==> src/rtl/gtxe2_chnl_tx_ser_mw.sv <==
// Multi-width (16/20/32/40) TX serializer with a word FIFO and idle fill on underflow.
// Optional build macro GTXE2_TX_SER_MSB_FIRST_EN selects MSB-first bit order.
module gtxe2_chnl_tx_ser_mw #(
  parameter int max_width = 40,
  parameter int log_depth = 2
) (
  input  logic                 outclk,
  input  logic                 reset,
  input  logic [1:0]           width_sel,
  input  logic [max_width-1:0] in_data,
  input  logic                 in_idle,
  input  logic                 in_val,
  output logic                 in_rdy,
  output logic                 outdata,
  output logic                 idle_out,
  output logic                 word_start,
  output logic                 underflow
);

  localparam int unsigned      depth    = 1 << log_depth;
  localparam logic [log_depth:0]   full_cnt = (log_depth + 1)'(depth);
  localparam logic [log_depth:0]   cnt_one  = (log_depth + 1)'(1);
  localparam logic [log_depth-1:0] ptr_one  = log_depth'(1);

  typedef enum logic {ST_IDLE, ST_RUN} state_t;

  logic [max_width:0]   mem_q [depth];
  logic [log_depth-1:0] wr_ptr_q, rd_ptr_q;
  logic [log_depth:0]   count_q;

  state_t               state_q, state_d;
  logic [5:0]           bitcnt_q, bitcnt_d;
  logic [1:0]           wsel_q;
  logic [max_width-1:0] word_q;
  logic                 flag_q;
  logic                 uf_pend_q, uf_pend_d;

  logic                 outdata_q, idle_out_q, word_start_q, underflow_q;

  logic                 push, pop, last_bit, sel_bit;
  logic [5:0]           last_idx, bit_idx;
  logic [max_width-1:0] word_sh;

  always_comb begin
    case (wsel_q)
      2'd0:    last_idx = 6'd15;
      2'd1:    last_idx = 6'd19;
      2'd2:    last_idx = 6'd31;
      default: last_idx = 6'd39;
    endcase
  end

  assign in_rdy   = (count_q != full_cnt);
  assign push     = in_val & in_rdy;
  assign last_bit = (bitcnt_q == last_idx);

`ifdef GTXE2_TX_SER_MSB_FIRST_EN
  assign bit_idx = last_idx - bitcnt_q;
`else
  assign bit_idx = bitcnt_q;
`endif
  assign word_sh = word_q >> bit_idx;
  assign sel_bit = word_sh[0];

  // Load decision: a word boundary (IDLE, or the last bit in RUN) pops if anything is queued.
  always_comb begin
    // NOTE: every signal gets a default first so no path leaves it unassigned (no latch).
    state_d   = state_q;
    bitcnt_d  = bitcnt_q;
    pop       = 1'b0;
    uf_pend_d = 1'b0;
    case (state_q)
      ST_IDLE: begin
        if (count_q != '0) begin
          pop      = 1'b1;
          state_d  = ST_RUN;
          bitcnt_d = '0;
        end
      end
      ST_RUN: begin
        if (last_bit) begin
          bitcnt_d = '0;
          if (count_q != '0) begin
            pop = 1'b1;
          end else begin
            state_d   = ST_IDLE;
            uf_pend_d = 1'b1;
          end
        end else begin
          bitcnt_d = bitcnt_q + 6'd1;
        end
      end
      default: state_d = ST_IDLE;
    endcase
  end

  // NOTE: the FIFO storage has no reset; count and pointers alone define what is valid.
  always_ff @(posedge outclk) begin
    if (push && !reset) begin
      mem_q[wr_ptr_q] <= {in_idle, in_data};
    end
  end

  always_ff @(posedge outclk) begin
    // NOTE: non-blocking assignments so every register samples pre-edge values.
    if (reset) begin
      wr_ptr_q     <= '0;
      rd_ptr_q     <= '0;
      count_q      <= '0;
      state_q      <= ST_IDLE;
      bitcnt_q     <= '0;
      wsel_q       <= '0;
      word_q       <= '0;
      flag_q       <= 1'b0;
      uf_pend_q    <= 1'b0;
      outdata_q    <= 1'b0;
      idle_out_q   <= 1'b1;
      word_start_q <= 1'b0;
      underflow_q  <= 1'b0;
    end else begin
      state_q   <= state_d;
      bitcnt_q  <= bitcnt_d;
      uf_pend_q <= uf_pend_d;

      if (push) wr_ptr_q <= wr_ptr_q + ptr_one;
      if (pop) begin
        rd_ptr_q <= rd_ptr_q + ptr_one;
        word_q   <= mem_q[rd_ptr_q][max_width-1:0];
        flag_q   <= mem_q[rd_ptr_q][max_width];
        wsel_q   <= width_sel;
      end
      case ({push, pop})
        2'b10:   count_q <= count_q + cnt_one;
        2'b01:   count_q <= count_q - cnt_one;
        default: count_q <= count_q;
      endcase

      // Outputs reflect the pre-edge state; underflow is delayed to line up with the first fill bit.
      if (state_q == ST_RUN) begin
        outdata_q    <= sel_bit & ~flag_q;
        idle_out_q   <= flag_q;
        word_start_q <= (bitcnt_q == 6'd0);
      end else begin
        outdata_q    <= 1'b0;
        idle_out_q   <= 1'b1;
        word_start_q <= 1'b0;
      end
      underflow_q <= uf_pend_q;
    end
  end

  assign outdata    = outdata_q;
  assign idle_out   = idle_out_q;
  assign word_start = word_start_q;
  assign underflow  = underflow_q;

endmodule

==> config.mk <==
export PLATFORM = sky130hd
export DESIGN_NAME = gtxe2_chnl_tx_ser_mw
export DESIGN_NICKNAME = d
export VERILOG_FILES = /design/src/rtl/gtxe2_chnl_tx_ser_mw.sv
export SDC_FILE = /design/constraint.sdc
export NUM_CORES = 1
export LEC_CHECK = 0
export CORE_MARGIN = 1.5
export CORE_UTILIZATION = 59
export DETAILED_ROUTE_END_ITERATION = 6
export PLACE_DENSITY = 0.79
export SLEW_MARGIN = 20
export SYNTH_ARGS = -nofsm -noshare
export SYNTH_HDL_FRONTEND = slang
export SYNTH_SLANG_ARGS = --single-unit
==> constraint.sdc <==
create_clock -name outclk -period 3.9 [get_ports outclk]
set_clock_uncertainty 0.2 [all_clocks]
set_input_delay 0.78 -clock outclk [delete_from_list [all_inputs] [get_ports outclk]]
set_output_delay 0.78 -clock outclk [all_outputs]
set_load 0.005 [all_outputs]
==> results.md <==
* Status: finished clean
* Max capacitance violation total at 0
* Commonest non-fill, non-tap cells in the layout: sky130_fd_sc_hd__edfxtp_1 (164), sky130_fd_sc_hd__dfxtp_1 (60), sky130_fd_sc_hd__a21oi_1 (50)
* Area of the placeable core at 15100 um^2
* Setup TNS Final at 0 ns
* Series of cell instances along the critical path: inv_1 -> ha_1 -> xnor2_1 -> nor3_2 -> a31oi_4 -> nor2_1 -> ha_1 -> inv_1 -> fa_1 -> xor2_1 -> or3_1 -> a21oi_1
* Worst Slack Setup Final at 0.953 ns
* Final period util at 0.756
* Initial Util at 0.601
* Crit path required time at 4.14 ns
* Endpoint of the worst hold path: underflow
* Global-route congestion overflow total at 0
* Max stage delay cell, worst path: sky130_fd_sc_hd__fa_1
* Most used routing layer: met2
* TritonCTS clock tree: done
* Number of synthesized flops with an enable pin at 164
* DR iter-0 viols at 483
* Buffer levels on the longest clock path at 3
* Met3 track utilization from global routing at 0.0396
* Die width at 127 um
* DRC viols at 0
* Maximum number of pins on one net before global-route repair at 61
* Summed area of non-filler cells in the final layout at 10400 um^2
* Met1 usage at 0.316
* Wire length of the first global-routing pass at 28000 um
* Buffering stage count on the worst path with inverters included at 2
* Number of rows created at floorplan at 45
* Post-detailed-placement cell area at 9570 um^2
* Hold crit path type: reg -> reg
* Reg2Reg Launch Point: wsel_q[1]
* Min-delay src: uf_pend_q
* Yosys reg bits at 226
* Height of the die at 127 um
* Peak fanout along the critical path at 3
* Per-cell via count in the routed design at 6.20
* CTS Hold Bufs at 0
* Finished Core Util at 0.688
* H-tree levels at 1
* Resized Gates After CTS at 0
* HPWL reported at the end of detailed placement at 10400 um
* Worst setup slack after placement at 0.870 ns
* Synthesized Nets at 617
* Worst slew pin tran at 0.749 ns
* Yosys warning count at 0
* Count of final setup violators at 0
* Root buf cell: sky130_fd_sc_hd__clkbuf_16
* Max_slew headroom at 0.501
* Final net count at 665
* Number of library cell types mapped by synthesis at 50
* Layout overhead on the synthesized area at 14.5%
* Post-detailed-route count of antenna-violating nets at 0
* Clock-pin slew on the worst setup and hold paths at 0.06 ns
* Layout cells sized above 1 at 0.174
* Number of antenna violations at the first check in global routing at 0
* Routability Congestion at 0.803
* Category of the worst setup path capture point: flop
* Grt met2 use at 0.372
* Number of buffers created by CTS at 24
* Total count of hold-check failures in the final report at 0
* Inserted Diodes at 0
* Max Slew Vio Count at 0
* Family with the most delay on the worst path: adder cells
* Static leakage power at 0.00339 uW
* Longest individual stage delay on the worst path at 0.38 ns
* Crit path DAT at 3.18 ns
* Avg Inst Size Synth at 16.2 um^2
* Total wirelength of the detailed-routed design at 17300 um
* PortBufs at 50
* Clock network latency to the later pin of the worst-skew pair at 0.52 ns
* Async set-reset flop share out of synthesis at 0
* Hold Path Cell Cnt at 1
* Synthesized netlist cell count at 561
* Fmax achieved at 339 MHz
* Via count of the routed design at 5050
* Clock sink count at 226
* R2r endpoint: count_q[2]
* Detailed-routing iteration count for the pre-antenna-repair pass at 5
* Most common cell after layout, fill and taps aside: sky130_fd_sc_hd__edfxtp_1
* Worst vdd ir at 0.000465 V
* PD cells at 683 nW/um^2
* Type of the worst setup path: reg -> reg
* IO Count at 51
* Post-CTS Setup Repair Bufs at 0
* Via count of the first global-routing pass at 5207
* Worst Setup Start Kind: flop
* Proportion of synthesized chip area in sequential cells at 0.680
* Final Hold Slack at 0.244 ns
* Shortest period the worst path allows at 2.95 ns
* Post-synth design cell area at 9070 um^2
* GR Util All Layers at 0.228
* Average wire per cell in the routed design at 21.2 um
* Die Outline Area at 16100 um^2
* Setup repair after global routing missed its margin: false
* Synth Flop Type: sky130_fd_sc_hd__edfxtp_1
* Worst R2R Setup Slack at 0.95 ns
* Worst reg2reg path depth at 12
[worst register-to-register path, delay by kind of cell (launching register included)]
family	cells	cell delay, ns
simple gates	3	0.78
fa+ha+maj	3	0.86
compound gates	2	0.27
flops	1	0.34
xor+xnor	2	0.29
buf+inv	2	0.11
[cell usage after synthesis, types with 2 or more instances]
master,n,area share
sky130_fd_sc_hd__edfxtp_1,164,0.54
sky130_fd_sc_hd__dfxtp_1,62,0.14
sky130_fd_sc_hd__a21oi_1,50,0.028
sky130_fd_sc_hd__nand3_1,47,0.026
sky130_fd_sc_hd__mux4_2,43,0.11
sky130_fd_sc_hd__o21ai_0,37,0.020
sky130_fd_sc_hd__nor2_1,16,0.0066
sky130_fd_sc_hd__nand2_1,15,0.0062
sky130_fd_sc_hd__clkbuf_1,12,0.0050
sky130_fd_sc_hd__inv_1,10,0.0041
sky130_fd_sc_hd__buf_6,9,0.011
sky130_fd_sc_hd__ha_1,9,0.012
sky130_fd_sc_hd__o21ai_1,9,0.0050
sky130_fd_sc_hd__mux4_1,6,0.017
sky130_fd_sc_hd__and2_1,5,0.0035
sky130_fd_sc_hd__buf_2,5,0.0028
sky130_fd_sc_hd__clkbuf_8,5,0.0076
sky130_fd_sc_hd__buf_12,4,0.0088
sky130_fd_sc_hd__nor3_1,4,0.0022
sky130_fd_sc_hd__xor2_1,4,0.0039
sky130_fd_sc_hd__a311oi_1,3,0.0029
sky130_fd_sc_hd__clkbuf_2,3,0.0017
sky130_fd_sc_hd__mux2i_1,3,0.0033
sky130_fd_sc_hd__or3_1,3,0.0021
sky130_fd_sc_hd__xnor2_1,3,0.0029
sky130_fd_sc_hd__a41oi_1,2,0.0019
sky130_fd_sc_hd__buf_4,2,0.0017
sky130_fd_sc_hd__mux2_2,2,0.0025
sky130_fd_sc_hd__nand2b_1,2,0.0014
sky130_fd_sc_hd__o22ai_1,2,0.0014
[cell type report]
type	instances	area (um^2)
flip-flops and latches	226	6170
fillers	983	4710
multi-input cells	281	2490
repair buffers	66	641
clock buffers	31	627
well taps	188	235
clock inverters	13	178
inverters	10	37.5
[cell families (layout without fill, tap and decap cells)]
| kind of cell | count (synthesis) | after routing | share of synthesized area |
|---|---|---|---|
| buffers and inverters | 54 | 120 | 0.0464 |
| xor gates and xnor gates | 7 | 7 | 0.00676 |
| DFF | 226 | 226 | 0.680 |
| muxes | 54 | 54 | 0.130 |
| adders and majority gates | 10 | 10 | 0.0146 |
| and+or+nand+nor | 99 | 99 | 0.0540 |
| AOI/OAI and AO/OA | 111 | 111 | 0.0682 |
[sequential cells by signal, summed over array words and instances (netlist names)]
| name | flops |
|---|---|
| mem_q | 164 |
| word_q | 40 |
| bit_idx | 6 |
| count_q | 3 |
| rd_ptr_q | 2 |
| wr_ptr_q | 2 |
| wsel_q | 2 |
| flag_q | 1 |
| idle_out | 1 |
| outdata | 1 |
| state_q | 1 |
| uf_pend_q | 1 |
| underflow | 1 |
| word_start | 1 |
[worst max path at each step]
stage          depth (start not counted)  startpoint  slack (ns)            to
6_report                              12   wsel_q[1]        0.95    count_q[2]
3_3_place_gp                           5      in_val        0.95  mem_q[2][19]
3_5_place_dp                           5      in_val        0.87  mem_q[2][14]
2_1_floorplan                         12   wsel_q[1]        1.10    count_q[2]
5_1_grt                               12   wsel_q[1]        0.75    count_q[2]
4_1_cts                               12   wsel_q[1]        0.94    count_q[2]
[per-layer routing]
metal | wire (um) | up-vias
li1 | - | 2294
met1 | 7120 | 2523
met2 | 8550 | 187
met3 | 1100 | 46
met4 | 524 | 0
met5 | 0 | -
[where the power goes]
part	switching, uW	total [uW]	internal, uW
clock network	883	2290	1410
registers	230	3140	2910
logic	954	1650	698
total	2070	7080	5020
[metrics by stage]
stage | instances | total power (uW)
after global routing | 815 | 7410
after floorplan | 561 | 4540
after detailed placement | 771 | 4820
final | 815 | 7080
after CTS | 815 | 7120
after global placement | 771 | 4760
No activity file was read; power rests on OpenSTA's default activity.
